`config.mk`:
```
export PLATFORM = sky130hd
export DESIGN_NAME = sha256_msg_ctrl
export DESIGN_NICKNAME = d
export VERILOG_FILES = /design/src/rtl/sha256_msg_ctrl.sv
export SDC_FILE = /design/constraint.sdc
export NUM_CORES = 2
export LEC_CHECK = 0
export CAP_MARGIN = 15
export CORE_AREA = 2 2 307 309
export CTS_BUF_LIST = sky130_fd_sc_hd__clkbuf_16
export DETAILED_ROUTE_END_ITERATION = 8
export DIE_AREA = 0 0 309 311
export PLACE_DENSITY = 0.66
export SYNTH_ARGS = -nofsm -noshare
export SYNTH_HDL_FRONTEND = slang
export SYNTH_SLANG_ARGS = --single-unit
```
`constraint.sdc`:
```
create_clock -name Clk -period 2.5 [get_ports Clk]
set_input_delay 0.625 -clock Clk [delete_from_list [all_inputs] [get_ports Clk]]
set_output_delay 0.625 -clock Clk [all_outputs]
set_load 0.01 [all_outputs]
```
`src/rtl/sha256_msg_ctrl.sv`:
```
// rtl/sha256_msg_ctrl.sv - collects and pads one message block for the sha256 core and streams the digest out
// Optional SHA256_HEX_OUT_EN: emit the digest as 64 lowercase hex characters plus 8'h0A instead of 32 raw bytes.
module sha256_msg_ctrl #(
    parameter int          MAX_BYTES = 55,
    parameter logic [7:0]  TERM_BYTE = 8'h0A
) (
    input  logic         Clk,
    input  logic         Reset,
    input  logic [7:0]   RxData,
    input  logic         RxValid,
    output logic         Start,
    output logic [511:0] Chunk,
    input  logic [255:0] Digest,
    input  logic         DigestReady,
    output logic [7:0]   TxData,
    output logic         TxValid,
    input  logic         TxReady,
    output logic         Busy,
    output logic         Overflow
);

    localparam logic [1:0] S_COLLECT = 2'd0;
    localparam logic [1:0] S_LAUNCH  = 2'd1;
    localparam logic [1:0] S_WAIT    = 2'd2;
    localparam logic [1:0] S_SEND    = 2'd3;

`ifdef SHA256_HEX_OUT_EN
    localparam logic [6:0] OUT_LAST  = 7'd64;
    localparam int         OUT_SHIFT = 4;
`else
    localparam logic [6:0] OUT_LAST  = 7'd31;
    localparam int         OUT_SHIFT = 8;
`endif

    logic [1:0]   state;
    logic [511:0] buffer;
    logic [5:0]   count;
    logic [6:0]   out_idx;
    logic [255:0] digest_sr;
    logic         overflow;
    logic         rx_term;
    logic [8:0]   wr_base;

    assign rx_term = (RxData == TERM_BYTE);
    // MSB index of byte slot 'count' inside the block
    assign wr_base = 9'd511 - {count, 3'b000};

    always_ff @(posedge Clk) begin
        if (Reset) begin
            state     <= S_COLLECT;
            buffer    <= '0;
            count     <= '0;
            out_idx   <= '0;
            digest_sr <= '0;
            overflow  <= 1'b0;
        end else begin
            case (state)
                S_COLLECT: begin
                    if (RxValid) begin
                        if (!rx_term) begin
                            if (int'(count) < MAX_BYTES) begin
                                buffer[wr_base -: 8] <= RxData;
                                count                <= count + 6'd1;
                            end else begin
                                overflow <= 1'b1;
                            end
                        end else if (overflow) begin
                            buffer   <= '0;
                            count    <= '0;
                            overflow <= 1'b0;
                        end else begin
                            buffer[wr_base -: 8] <= 8'h80;
                            buffer[63:0]         <= {55'd0, count, 3'b000};
                            state                <= S_LAUNCH;
                        end
                    end
                end
                S_LAUNCH: state <= S_WAIT;
                S_WAIT: begin
                    if (DigestReady) begin
                        digest_sr <= Digest;
                        out_idx   <= '0;
                        state     <= S_SEND;
                    end
                end
                default: begin
                    if (TxReady) begin
                        digest_sr <= digest_sr << OUT_SHIFT;
                        if (out_idx == OUT_LAST) begin
                            state   <= S_COLLECT;
                            buffer  <= '0;
                            count   <= '0;
                            out_idx <= '0;
                        end else begin
                            out_idx <= out_idx + 7'd1;
                        end
                    end
                end
            endcase
        end
    end

`ifdef SHA256_HEX_OUT_EN
    function automatic logic [7:0] hex_char(input logic [3:0] nib);
        return (nib < 4'd10) ? (8'h30 + {4'h0, nib}) : (8'h57 + {4'h0, nib});
    endfunction

    assign TxData = !TxValid ? 8'h00 :
                    (out_idx == OUT_LAST) ? 8'h0A : hex_char(digest_sr[255:252]);
`else
    assign TxData = TxValid ? digest_sr[255:248] : 8'h00;
`endif

    assign Start    = (state == S_LAUNCH);
    assign Busy     = (state != S_COLLECT);
    assign TxValid  = (state == S_SEND);
    assign Chunk    = buffer;
    assign Overflow = overflow;

endmodule

```
# Yosys cells after proc, flatten, opt, wreduce, memory -nomap -nowiden
# Index checks and enable logic that the tools add are counted.
[word_totals] regBits=784 out_inout_bits=524
[op_classes] addsub=4 n_lt_le_gt_ge=1 n_eq_ne=12 shifts=3 muxes=33 bitwise=2 reduce_logical=14
[ops] cell="2-to-1 mux 512 bit" count=6
[ops] cell="bitwise mux 512 bit" count=2
[ops] cell="one-hot mux 512 bit (2 select lines)" count=1
[ops] cell="variable shift 8 x 11 -> 519 bit (first input constant)" count=1
[ops] cell="variable part select 8 x 11 -> 519 bit" count=1
[ops] cell="variable part select 8 x 11 -> 519 bit (first input constant)" count=1
[ops] cell="2-to-1 mux 256 bit" count=2
[ops] cell="one-hot mux 256 bit (2 select lines)" count=1
[ops] cell="2-to-1 mux 6 bit" count=6
[ops] cell="2-to-1 mux 7 bit" count=3
[ops] cell="one-hot mux 7 bit (2 select lines)" count=1
[ops] cell="2-to-1 mux 2 bit" count=6
[ops] cell="one-hot mux 6 bit (2 select lines)" count=1
[ops] cell="AND reduction 6 bit" count=2
[ops] cell="negator 9 -> 11 bit" count=1
[ops] cell="!= test 2 bit (second input constant)" count=5
[ops] cell="subtractor 9 bit (first input constant)" count=1
[ops] cell="equality test 8 x 4 -> 1 bit (second input constant)" count=1
[ops] cell="2-to-1 mux 8 bit" count=1
[ops] cell="nonzero test 2 bit" count=4
[ops] cell="nonzero test 4 bit" count=2
[ops] cell="adder 7 x 1 -> 7 bit (second input constant)" count=1
[ops] cell="equality test 7 x 5 -> 1 bit (second input constant)" count=1
[ops] cell="adder 6 x 1 -> 6 bit (second input constant)" count=1
[ops] cell="other kinds (11)" count=17

# Logic depth before layout (Yosys ltp)
[depth] depth_word=8 ltp_mapped=10 ltp_nobuf=7

# Least setup slack after synthesis
# Ideal clock, no wire load.
[synth_timing] path_type="input -> register" startpoint="input RxData[2]" endpoint="register buffer[263], in the netlist Chunk[263]" setup_ns=0.121 arrival_time_ns=2.190 t_required_ns=2.379 path_slack_ns=0.189 cell_stages=7 path_buffers=2 cell_sequence="nor4b_2 -> nand2_1 -> o21a_1 -> buf_2 -> o21a_1 -> buf_2 -> a2bb2o_1"
[synth_via] elab_chain_len=6 elab_cells_between_ends=9
[synth_lines] item="from (decl)" line_no="9" text="input logic [7:0] RxData,"
[synth_lines] item="variable part select 8 x 11 -> 519 bit" line_no="62" text="buffer[wr_base -: 8] <= RxData;"
[synth_lines] item="bitwise mux 512 bit" line_no="62"
[synth_lines] item="2-to-1 mux 512 bit" line_no="61" text="if (int'(count) < MAX_BYTES) begin"
[synth_lines] item="2-to-1 mux 512 bit" line_no="60" text="if (!rx_term) begin"
[synth_lines] item="2-to-1 mux 512 bit" line_no="59" text="if (RxValid) begin"
[synth_lines] item="one-hot mux 512 bit (2 select lines)" line_no="57" text="case (state)"
[synth_lines] item="to (signal, indexed assignment)" line_no="62"
[synth_lines] item="to (decl)" line_no="36" text="logic [511:0] buffer;"
# Several ways; a longest one is shown, not always the timed one. The select of a mux whose other input is x is not followed.
# A chain may end at the register's enable or synchronous reset.

# Worst setup path after layout
[layout_timing] startpoint="register state[0]" endpoint="register buffer[282], in the netlist Chunk[282]"
[layout_via] elab_chain_len=4 elab_cells_between_ends=11
[layout_lines] item="from (decl)" line_no="35" text="logic [1:0] state;"
[layout_lines] item="from (signal assigned)" line_no="50" text="state <= S_COLLECT;"
[layout_lines] item="from (signal assigned)" line_no="74" text="state <= S_LAUNCH;"
[layout_lines] item="from (signal assigned)" line_no="78" text="S_LAUNCH: state <= S_WAIT;"
[layout_lines] item="equality test 2 x 1 -> 1 bit / equality test 2 bit (equally long branches)" line_no="57"
[layout_lines] item="OR reduction 2 bit (no source line)"
[layout_lines] item="NOT 1 bit (no source line)"
[layout_lines] item="AND reduction 5 bit (no source line)"
# Several ways; a longest one is shown, not always the timed one.

==> run_results.csv <==
group,metric,value,unit
detailed_routing,dr_total_vias,27281,
finish,area_growth,46.29,%
status,status,"completed",
cts,cts_root_buffer,"clkbuf_16",
synth,ys_ff_latch,784,
placement,place_inst,5001,
synth,synth_most_common_cell,"dfxtp_1",
finish,final_nets,4133,
cts,hold_buffers,0,
synth,netlist_area,30460,sq um
synth,synth.area.top_cells,"dfxtp_1 52%, mux2i_1 10%, a211oi_1 6.2%",
detailed_routing,ant_nets,0,
sta,period_share,0.9779,
floorplanning,die_h,311,um
pwr,power_density,663.5,nW/um^2
cts,clock_path_buffers,3,
pwr,ir_worst_vdd,0.5284,mV
pwr,power_leakage,14.88,nW
synth,syn_nets,3260,
finish,drive_above_1_share,0.1383,
grt,grt_first_pass_wirelength,175.4,mm
synth,netlist.top_cell.by_area,"dfxtp_1",
synth,synth_edf_count,0,
detailed_routing,vias_per_cell,5.257,
synth,synth_ff_type,"dfxtp_1",
sta,slew_viol_final,0,
setup_path,slowest_delay,0.44,ns
setup_path,path_class,"reg2reg",
setup_path,cp_top_family,"simple AND/OR/NAND/NOR gates",
run,drv_cap,0,
setup_path,cp_slowest_cell,"or3_4",
setup_path,cp-start-kind,"flop",
detailed_routing,first_iter_violations,2053,
finish,finish.instance_area,44560,sq um
synth,synth_top_area_frac,0.5153,
synth,yosysSeqAreaShare,0.5153,
synth,synth_common_cells,"784 x dfxtp_1, 330 x nor2_1, 308 x mux2i_1",
placement,place_hpwl,89.54,mm
cts,cts_tree,"done",
synth,syn_inst,2980,
sta,fmaxAchievable,409.0,MHz
grt,grt_max_degree,120,
placement,place_congestion,0.9373,
detailed_routing,drc_errors,0,
sta,slew_headroom,0.4170,
sta,finClkSkew,0.02794,ns
floorplanning,num_rows,112,
floorplanning,initial_utilization,0.3283,
floorplanning,io_pins,793,
synth,synth_cell_types,73,
grt,globalRoute.totalOverflow,0,
synth,async_reset_ff_frac,0,
min_path,min-delay-path-class,"in2reg",
pwr,finalPower,29.57,mW
detailed_routing,dr.pass1.iters,7,
grt,antenna_found_initial,10,
grt,grt_use_total,0.2423,
cts,clk_pin_slew,0.06,ns
sta,worst_pin_slew,0.8745,ns
placement,numPortBuffers,792,
setup_path,reg2reg_slack,0.06,ns
sta,finalHoldViolCount,0,
cts,cts.sinks,784,
synth,syn_avg_cell_area,10.22,sq um
cts,htreeDepth,3,
setup_path,crit_path_max_fanout,9,
floorplanning,coreArea,92770,sq um
detailed_routing,avgRoutedWirePerCell,23.51,um
synth,synth_warnings,0,
setup_path,arrival,3.05,ns
sta,setup_tns,0,ns
floorplanning,die_w,309,um
grt,grt_pass1_vias,25916,
cts,clk_latency,0.67,ns
cts,cts_buffers,88,
detailed_routing,wl,122.0,mm
sta,fin_crit,2.445,ns
setup_path,cp.required,3.10,ns
setup_path,cp-end-kind,"flop",
floorplanning,die_area,96100,sq um
setup_path,cp_num_buf_inv,2,
sta,setup_viol,0,
setup_path,path_cells,"inv_2, ha_4, mux2i_4, or2_4, or3_4, buf_12, nor4_4, a22o_1",
placement,dpl_cell_area,41060,sq um
finish,fin_cells,5189,
[worst register-to-register path, delay by kind of cell (launching register included)]
| family | cells | cell delay [ns] |
|---|---|---|
| AOI/OAI and AO/OA | 1 | 0.20 |
| adders and majority gates | 1 | 0.20 |
| buffers and inverters | 2 | 0.23 |
| DFF | 1 | 0.34 |
| muxes | 1 | 0.25 |
| and+or+nand+nor | 3 | 1.15 |
[power by group]
part / internal (mW) / switching, mW / leakage [nW]
logic: 1.41 / 2.01 / 7.09
registers: 12.8 / 0.181 / 6.32
clock network: 7.53 / 5.64 / 1.47
[final timing paths]
path,from,endpoint,depth (start not counted)
worst max-delay path,state[0],Chunk[282],8
worst min-delay path,Reset,state[1],2
worst max register to register,state[0],Chunk[282],8
worst min register to register,digest_sr[7],digest_sr[7],2
[what timing repair did]
| item | in CTS | in global routing |
|---|---|---|
| resized for setup | 105 | 39 |
| endpoints found under the setup margin | 520 | 193 |
| buffers inserted | 2 | 11 |
| pin swaps | 9 | 12 |
| gates cloned | 3 | 0 |
[per-stage QoR]
step                        util  hold WS, ns  setup WS, ns
after floorplan                -       0.4313        0.1889
after global placement    0.4426       0.4380        -1.031
after detailed placement  0.4426       0.4427        -1.011
after CTS                 0.4770       0.2195      -0.09155
after global routing      0.4802       0.2529      -0.01781
final                     0.4803       0.2638       0.05514
[area by class of cell]
cell class	count	area [sq um]
Fill cell	8657	48210
Inverter	13	52.55
Sequential cell	784	15700
Antenna cell	9	22.52
Clock inverter	75	695.7
Timing Repair Buffer	1041	10170
Clock buffer	88	2202
Multi-Input combinational cell	1925	14150
Tap cell	1254	1569
[state kept, by name, indices dropped and copies added (netlist names)]
register and cells:
Overflow 1, digest_sr 256, out_idx 7, count 6
Chunk 512, state 2
[cell usage in the layout (no fill, tap or decap), drive strengths merged, types with 6 or more instances in the layout]
cell type / n
clkinv: 39
inv: 34
buf: 266
dfxtp: 784
nand2: 180
bufinv: 10
nor3: 41
a32oi: 7
and2: 79
o2bb2ai: 49
ha: 11
a32o: 109
diode: 9
nor4: 28
nand3: 98
o311ai: 21
a22o: 190
and3: 7
a211oi: 250
a21oi: 88
mux2i: 308
nor2: 332
nand2b: 8
clkdlybuf4s50: 772
nand4: 11
clkbuf: 89
a31oi: 6
o21ai: 13
o22ai: 9
nor2b: 20
[routing by layer]
| layer | up-vias | share of wire | global-route usage |
|---|---|---|---|
| met5 | - | 0.00019 | 0 |
| met1 | 13097 | 0.40 | 0.2899 |
| met3 | 227 | 0.089 | 0.07485 |
| li1 | 12879 | - | - |
| met4 | 4 | 0.036 | 0.09201 |
| met2 | 1074 | 0.48 | 0.4044 |
[cell families after synthesis]
group                    after synthesis  share of synthesized area
AO/OA/AOI/OAI                        772                     0.2046
adder cells (fa/ha/maj)               11                   0.004518
buffers and inverters                273                    0.03738
flip-flops                           784                     0.5153
multiplexers                         308                     0.1012
AND/OR/NAND/NOR                      832                     0.1370
Power figures use the tool's default switching activity.
